--- config.mk ---
export PLATFORM = sky130hd
export DESIGN_NAME = dr_adder_driver
export DESIGN_NICKNAME = d
export VERILOG_FILES = /design/src/rtl/dr_pkg.sv /design/src/rtl/dr_sync.sv /design/src/rtl/dr_adder_driver.sv
export SDC_FILE = /design/constraint.sdc
export NUM_CORES = 1
export LEC_CHECK = 0
export ABC_AREA = 1
export CAP_MARGIN = 20
export CORE_MARGIN = 5
export CORE_UTILIZATION = 55
export DETAILED_ROUTE_END_ITERATION = 8
export DONT_BUFFER_PORTS = 1
export PLACE_DENSITY = 0.75
export SYNTH_ARGS = -nofsm -noshare
export SYNTH_HDL_FRONTEND = slang
export SYNTH_SLANG_ARGS = --single-unit
--- constraint.sdc ---
create_clock -name clk -period 1.63 [get_ports clk]
set_clock_uncertainty 0.05 [all_clocks]
set_input_delay 0.4075 -clock clk [delete_from_list [all_inputs] [get_ports clk]]
set_output_delay 0.4075 -clock clk [all_outputs]
set_load 0.02 [all_outputs]
--- src/rtl/dr_pkg.sv ---
// Shared dual-rail encoding, handshake state type and codec helpers for the
// dual-rail adder driver.
package dr_pkg;

  localparam logic [1:0] DR_NULL    = 2'b00;
  localparam logic [1:0] DR_ONE     = 2'b01;
  localparam logic [1:0] DR_ZERO    = 2'b10;
  localparam logic [1:0] DR_ILLEGAL = 2'b11;

  typedef enum logic [1:0] {
    IDLE,
    DATA,
    NULL,
    DONE
  } dr_state_e;

  function automatic logic [1:0] dr_encode(input logic b);
    return b ? DR_ONE : DR_ZERO;
  endfunction

  function automatic logic dr_decode(input logic [1:0] pair);
    return pair == DR_ONE;
  endfunction

endpackage

--- src/rtl/dr_sync.sv ---
// Multi-flop synchronizer bringing self-timed dual-rail outputs into the clk
// domain; every flop resets to zero, which reads as all-NULL.
module dr_sync #(
  parameter int WIDTH  = 1,
  parameter int STAGES = 2
) (
  input  logic             clk,
  input  logic             rst_n,
  input  logic [WIDTH-1:0] data_i,
  output logic [WIDTH-1:0] data_o
);

  logic [WIDTH-1:0] stage_q [STAGES];

  // NOTE: the flop array is reset explicitly, element by element; an unreset
  // stage could present a stale "complete" code right after reset.
  always_ff @(posedge clk or negedge rst_n) begin
    if (!rst_n) begin
      for (int i = 0; i < STAGES; i++) stage_q[i] <= '0;
    end else begin
      stage_q[0] <= data_i;
      for (int i = 1; i < STAGES; i++) stage_q[i] <= stage_q[i-1];
    end
  end

  assign data_o = stage_q[STAGES-1];

endmodule

--- src/rtl/dr_adder_driver.sv ---
// Clocked four-phase initiator for the dual-rail adder: encodes operands, waits
// for completion and emptiness, decodes sum/carry. Per-phase timeout: DR_TIMEOUT_EN.
module dr_adder_driver
  import dr_pkg::*;
#(
  parameter int DIGITS      = 4,
  parameter int SYNC_STAGES = 2
`ifdef DR_TIMEOUT_EN
  , parameter int TIMEOUT   = 255
`endif
) (
  input  logic                clk,
  input  logic                rst_n,
  input  logic                start,
  input  logic [DIGITS-1:0]   op_a,
  input  logic [DIGITS-1:0]   op_b,
  input  logic                cin,
  output logic                busy,
  output logic                done,
  output logic [DIGITS-1:0]   sum,
  output logic                cout,
  output logic                error,
  output logic [2*DIGITS-1:0] dr_a,
  output logic [2*DIGITS-1:0] dr_b,
  output logic [1:0]          dr_cin,
  input  logic [2*DIGITS-1:0] dr_s,
  input  logic [1:0]          dr_cout
);

  localparam int PAIRS = DIGITS + 1;

  dr_state_e           state_q;
  logic [2*DIGITS-1:0] dr_a_q, dr_b_q;
  logic [1:0]          dr_cin_q;
  logic                busy_q, done_q, cout_q, error_q;
  logic [DIGITS-1:0]   sum_q;

  logic [2*PAIRS-1:0]  rsp_sync;

  dr_sync #(
    .WIDTH  (2*PAIRS),
    .STAGES (SYNC_STAGES)
  ) u_sync (
    .clk    (clk),
    .rst_n  (rst_n),
    .data_i ({dr_cout, dr_s}),
    .data_o (rsp_sync)
  );

  logic                rsp_complete, rsp_empty, rsp_illegal;
  logic [DIGITS-1:0]   sum_d;
  logic                cout_d;
  logic [2*DIGITS-1:0] dr_a_d, dr_b_d;

  // NOTE: every always_comb output gets a default before the loops so no
  // path leaves a signal unassigned and no latch is inferred.
  always_comb begin
    rsp_complete = 1'b1;
    rsp_empty    = 1'b1;
    rsp_illegal  = 1'b0;
    sum_d        = '0;
    dr_a_d       = '0;
    dr_b_d       = '0;
    for (int i = 0; i < PAIRS; i++) begin
      if (rsp_sync[2*i +: 2] == DR_NULL) rsp_complete = 1'b0;
      else                               rsp_empty    = 1'b0;
      if (rsp_sync[2*i +: 2] == DR_ILLEGAL) rsp_illegal = 1'b1;
    end
    for (int i = 0; i < DIGITS; i++) begin
      sum_d[i]           = dr_decode(rsp_sync[2*i +: 2]);
      dr_a_d[2*i +: 2]   = dr_encode(op_a[i]);
      dr_b_d[2*i +: 2]   = dr_encode(op_b[i]);
    end
    cout_d = dr_decode(rsp_sync[2*DIGITS +: 2]);
  end

  logic timeout;

`ifdef DR_TIMEOUT_EN
  localparam int CW = $clog2(TIMEOUT + 1);
  logic [CW-1:0] cnt_q;
  logic          phase_exit;

  assign timeout    = (cnt_q == CW'(TIMEOUT - 1));
  assign phase_exit = ((state_q == DATA) && (rsp_illegal || rsp_complete || timeout)) ||
                      ((state_q == NULL) && (rsp_empty || timeout));

  // Counts cycles spent in the current DATA or NULL phase; restarts on every exit.
  always_ff @(posedge clk or negedge rst_n) begin
    if (!rst_n)                                          cnt_q <= '0;
    else if (phase_exit || !(state_q inside {DATA, NULL})) cnt_q <= '0;
    else                                                 cnt_q <= cnt_q + 1'b1;
  end
`else
  assign timeout = 1'b0;
`endif

  // NOTE: all state and registered outputs use non-blocking assignments so
  // every branch sees the values from before this edge.
  always_ff @(posedge clk or negedge rst_n) begin
    if (!rst_n) begin
      state_q  <= IDLE;
      dr_a_q   <= '0;
      dr_b_q   <= '0;
      dr_cin_q <= DR_NULL;
      busy_q   <= 1'b0;
      done_q   <= 1'b0;
      sum_q    <= '0;
      cout_q   <= 1'b0;
      error_q  <= 1'b0;
    end else begin
      case (state_q)
        IDLE: begin
          if (start) begin
            dr_a_q   <= dr_a_d;
            dr_b_q   <= dr_b_d;
            dr_cin_q <= dr_encode(cin);
            busy_q   <= 1'b1;
            error_q  <= 1'b0;
            state_q  <= DATA;
          end
        end
        DATA: begin
          // An illegal code wins over completion; the result is then discarded.
          if (rsp_illegal || (!rsp_complete && timeout)) begin
            error_q  <= 1'b1;
            dr_a_q   <= '0;
            dr_b_q   <= '0;
            dr_cin_q <= DR_NULL;
            state_q  <= NULL;
          end else if (rsp_complete) begin
            sum_q    <= sum_d;
            cout_q   <= cout_d;
            dr_a_q   <= '0;
            dr_b_q   <= '0;
            dr_cin_q <= DR_NULL;
            state_q  <= NULL;
          end
        end
        NULL: begin
          if (rsp_empty || timeout) begin
            if (!rsp_empty) error_q <= 1'b1;
            done_q  <= 1'b1;
            busy_q  <= 1'b0;
            state_q <= DONE;
          end
        end
        DONE: begin
          done_q  <= 1'b0;
          state_q <= IDLE;
        end
        default: state_q <= IDLE;
      endcase
    end
  end

  assign dr_a   = dr_a_q;
  assign dr_b   = dr_b_q;
  assign dr_cin = dr_cin_q;
  assign busy   = busy_q;
  assign done   = done_q;
  assign sum    = sum_q;
  assign cout   = cout_q;
  assign error  = error_q;

endmodule

# Word level (Yosys, flattened, before mapping)

Cells that the tools add are included.

Input port bits: 22
Register bits: 48
Output and inout bits: 26
Word-level logic and storage cells: 91

Muxes and demuxes: 47
Bitwise logic cells: 1
Reductions and logical operators: 15
Equal/unequal tests: 17

Operators by type and width:

| cell                                           | number |
|---|---|
| 2-to-1 mux 2 bit                               | 16 |
| 2-to-1 mux 8 bit                               | 4 |
| case mux 8 bit (2 select lines)                | 2 |
| 2-to-1 mux 1 bit                               | 20 |
| AND reduction 3 bit                            | 5 |
| == test 2 bit (second input constant)          | 7 |
| == test 2 x 1 -> 1 bit (second input constant) | 6 |
| logical NOT 2 bit                              | 6 |
| case mux 2 bit (4 select lines)                | 1 |
| != test 2 bit (second input constant)          | 3 |
| case mux 1 bit (2 select lines)                | 3 |
| nonzero test 2 bit                             | 3 |
| case mux 2 bit (2 select lines)                | 1 |
| != test 3 bit (second input constant)          | 1 |
| AND reduction 2 bit                            | 1 |
| inverter 1 bit                                 | 1 |

# Depth between registers and ports, before layout

Depth after elaboration: 9
Mapped depth: 11

# Hierarchy

Synthesis repeated with hierarchy kept, for this count alone.

Cell total of the unflattened synthesis: 197
Area total of the unflattened synthesis: 2153.3 sq um

Modules (own cells, without submodules):

| module          | instances | cells each | area an instance (sq um) | seq. area each (sq um) |
|---|---|---|---|---|
| dr_adder_driver | 1         | 167        | 1577.8                   | 700.7 |
| dr_sync         | 1         | 30         | 575.6                    | 500.5 |

# Worst setup path before layout

OpenSTA, ideal clock, no wires.

Path type: reg-to-reg
From: register state_q[1]
To: register dr_a_q[4], in the netlist dr_a[4]
Buffers on the path: 1
Cell stages (with the launch flop): 12
Slack: 63 ps
Data arrival time: 1451 ps
Period minus slack after synthesis: 1567 ps
Setup time: 66 ps
Data required time: 1514 ps
Cell sequence: dfrtp_1 > inv_1 > ha_1 > inv_1 > a21oi_2 > nand2_2 > nor2_8 > nand2_4 > nand3_4 > buf_12 > nand2_4 > nand2_2

Cells in the longest elaborated chain, start to end: 3

Ends and longest elaborated chain:

| element                                                     | RTL line               | source |
|---|---|---|
| start: declaration                                          | dr_adder_driver.sv:32  | `dr_state_e state_q;` |
| start signal: assignment                                    | dr_adder_driver.sv:102 | `state_q <= IDLE;` |
| start signal: assignment                                    | dr_adder_driver.sv:120 | `state_q <= DATA;` |
| start signal: assignment                                    | dr_adder_driver.sv:130 | `state_q <= NULL;` |
| == test 2 x 1 -> 1 bit or logical NOT 2 bit (tied branches) | dr_adder_driver.sv:112 | `case (state_q)` |
| != test 3 bit (no line) (tied with other cells)             | --                     |  |
| AND reduction 3 bit (no line)                               | --                     |  |
| end signal: assignment                                      | dr_adder_driver.sv:115 | `dr_a_q <= dr_a_d;` |
| end: declaration                                            | dr_adder_driver.sv:33  | `logic [2*DIGITS-1:0] dr_a_q, dr_b_q;` |

Parallel ways exist; a longest one is shown, timed or not.
A chain may end at the register's enable or synchronous reset.

# Worst setup path in the final report

From: register state_q[1]
To: register state_q[1]

Cells in the longest elaborated chain, start to end: 3

Ends and longest elaborated chain:

| element                                                  | RTL line |
|---|---|
| == test 2 x 1 -> 1 bit (tied with other cells)           | dr_adder_driver.sv:112 |
| != test 3 bit (no line) or != test 2 bit (tied branches) | -- |
| AND reduction 3 bit (no line)                            | -- |

Parallel ways exist; a longest one is shown, timed or not.

==> results.toml <==
[power_and_ir_drop]
power_density_nw_per_um2 = 1920
p_leak_nw = 1.26
post-layout-total-power_mw = 4.74
vdd.ir_drop.worst_mv = 0.856

[global_routing]
via_count_of_the_first_global_routing_pass = 1397
global_route.overflow_total = 0
grt_start_max_net_pins = 49
track_usage = 0.166
antenna_violations_before_repair = 0
grt_first_pass_wirelength_um = 6730

[critical_path]
cpLargestDelayFamily = "simple AND/OR/NAND/NOR gates"
ff2ff_setup_slack_ps = -80
end_kind = "register"
worst-setup-path-type = "register to register"
cp.required_ps = 1770
critical_path_buf_inv_count = 3
r2r_start = "state_q[1]$_DFFE_PN0P_"
cpMaxStageDelayCell = "sky130_fd_sc_hd__dfrtp_1"
critical_path_peak_fanout = 4
worstPathCellList = "inv_2 > ha_4 > inv_4 > a21oi_2 > nand2_2 > nor2_8 > nand2_4 > buf_4 > nand4_1 > nand2_1"
critical_path.startpoint_type = "register"
rr_endpoint = "state_q[1]$_DFFE_PN0P_"
r2r.worst_path.cells = 10
critical_path_arrival_ps = 1850
timing.critical_path.slowest_cell_delay_ps = 400

[yosys]
synth-async-reset-ratio = 1.00
synth-edff-count = 0
yosys.cell_types.count = 25
synth-seq-area-share = 0.578
ys_warn_count = 0
syn-cell-area_um2 = 2080
most_instantiated_flip_flop_cell_in_the_synthesis_netlist = "sky130_fd_sc_hd__dfrtp_1"
ys_ff_latch = 48
syn_inst = 187
syn_nets = 214
syn-mean-instance-area_um2 = 11.1

[routing]
drt.antenna.violating_nets = 0
post_drt_wl_per_cell_um = 17.8
detailroute.via_count = 1505
detailedRoute.firstPassIterationCount = 4
first_iter_violations = 94
drt-total-wl_um = 4610
remaining_drc_errors = 0
vias_per_cell = 5.81

[sta]
fin_crit_sh = 1.05
final.setup.worst_slack_ps = -84.4
setup_repair_after_global_routing_missed_its_margin = "true"
achievable-frequency_mhz = 583
worstMarginPinSlew_ps = 309
max_slew_violation_total_from_the_final_report = 0
final.min_clock_period_ps = 1710
final_hold_violation_count = 0
setup_viol = 17
slew_headroom = 0.793

[floorplan]
die_h_um = 71.5
die_w_um = 71.5
initial_utilization = 0.568
die_area_um2 = 5110
num_rows = 22
boundaryPins = 48
core_area_um2 = 3660

[clocking]
clock_tree.root_cell = "sky130_fd_sc_hd__clkbuf_8"
cts_buffers = 5
cts_max_path_buffers = 2
cts-htree-levels = 2
cts_tree = "built"
clk_pin_slew_worst_paths_ps = 90
numClockSinks = 48
clk_lat_worst_skew_ps = 300

[hold_path]
worstHoldPathType = "primary input to register"
hold_path.startpoint = "dr_cout[0]"
worst_hold_path_ep = "u_sync.stage_q[18]$_DFF_PN0_"
min_delay_path_depth = 0

[place]
finalWeightedCongestion = 0.820
place_hpwl_um = 2900
placedInstanceArea_um2 = 2190
buffer_ports.inserted = 0

[finish]
nets = 237
fraction_of_layout_cells_with_a_size_suffix_above_1 = 0.351
layout_common_cells = "sky130_fd_sc_hd__dfrtp_1 (47), sky130_fd_sc_hd__nand2_1 (37), sky130_fd_sc_hd__buf_4 (17)"
layout.cell_area.non_filler_um2 = 2470
final.fill_count = 254
syn_to_final_growth_pct = 19.0
mostFrequentLayoutCell = "sky130_fd_sc_hd__dfrtp_1"
num_antenna_cells = 0
finalCoreUtilization = 0.676

[run_status]
failed_checks = "setup timing"
status = "finished with violations"

[run]
max_cap_viol_count = 0
-- layout make-up --
| type | count | area [um^2] | area share |
|---|---|---|---|
| clock buffer | 5 | 68.8 | 0.0278 |
| inverter | 16 | 67.6 | 0.0273 |
| clock inverter | 3 | 46.3 | 0.0187 |
| tap | 48 | 60.1 | 0.0243 |
| multi-input combinational | 119 | 843 | 0.341 |
| sequential | 48 | 1200 | 0.486 |
| timing repair buffer | 20 | 185 | 0.0749 |
-- metrics by stage --
stage	setup slack [ps]	TNS (ps)	cells	hold slack, ps
finish	-84.4	-725	259	78.7
global route	-170	-2450	259	51.8
CTS	6.58	0	252	70.7
detailed placement	-97.3	-828	239	62.7
global placement	22.9	0	239	63.1
floorplan	63.2	0	187	61.9
-- cells by family after synthesis --
family / share of synthesized area
fa+ha+maj: 0.0301
buf+inv: 0.0482
flops: 0.578
compound gates: 0.0331
simple gates: 0.311
-- where the power goes --
group	switching (mW)	internal [mW]	total [mW]
Clock	0.414	0.462	0.876
Combinational	1.04	0.831	1.87
Sequential	0.521	1.47	1.99
-- how the worst max path moves through the flow --
stage / start / to / slack, ps / cells after the start
CTS: state_q[0]$_DFFE_PN0P_ / dr_a[5]$_DFFE_PN0P_ / 7 / 9
global route: state_q[1]$_DFFE_PN0P_ / state_q[1]$_DFFE_PN0P_ / -170 / 10
global placement: state_q[1]$_DFFE_PN0P_ / dr_a[7]$_DFFE_PN0P_ / 20 / 11
floorplan: state_q[1]$_DFFE_PN0P_ / dr_a[4]$_DFFE_PN0P_ / 60 / 11
detailed placement: state_q[0]$_DFFE_PN0P_ / dr_a[5]$_DFFE_PN0P_ / -100 / 9
finish: state_q[1]$_DFFE_PN0P_ / state_q[1]$_DFFE_PN0P_ / -80 / 10
-- Yosys cell counts (4+ instances only) --
| cell | instances | share of area |
|---|---|---|
| sky130_fd_sc_hd__o21ai_0 | 5 | 0.012 |
| sky130_fd_sc_hd__dfrtp_1 | 48 | 0.58 |
| sky130_fd_sc_hd__nor2_1 | 4 | 0.0072 |
| sky130_fd_sc_hd__nand2_1 | 37 | 0.067 |
| sky130_fd_sc_hd__clkbuf_1 | 4 | 0.0072 |
| sky130_fd_sc_hd__or4_1 | 9 | 0.033 |
| sky130_fd_sc_hd__ha_1 | 5 | 0.030 |
| sky130_fd_sc_hd__inv_1 | 14 | 0.025 |
| sky130_fd_sc_hd__nand3_1 | 6 | 0.014 |
| sky130_fd_sc_hd__nand4_1 | 16 | 0.048 |
| sky130_fd_sc_hd__nand2_4 | 11 | 0.060 |
| sky130_fd_sc_hd__nand2_2 | 11 | 0.033 |
-- flip-flops by register name, summed over array words and instances, names as in the netlist --
name            flops
u_sync.data_o      10
u_sync.stage_q     10
dr_a                8
dr_b                8
sum                 4
dr_cin              2
state_q             2
busy                1
cout                1
done                1
error               1
-- per-layer routing --
layer  part of all wire  global-route usage  vias up
li1                   -                   -      663
met1               0.36               0.201      750
met2               0.52               0.263       78
met3               0.10              0.0799       14
met4              0.020              0.0501        0
met5                  0                   0        -
-- what timing repair did --
item | CTS | global route
hold endpoints to repair | 48 | 0
setup buffers | 2 | 6
gates cloned | 1 | 1
gates resized for setup | 3 | 15
hold buffers | 2 | 0
setup endpoints to repair | 11 | 20
pin swaps | 1 | 3
No activity file was read; power rests on OpenSTA's default activity.
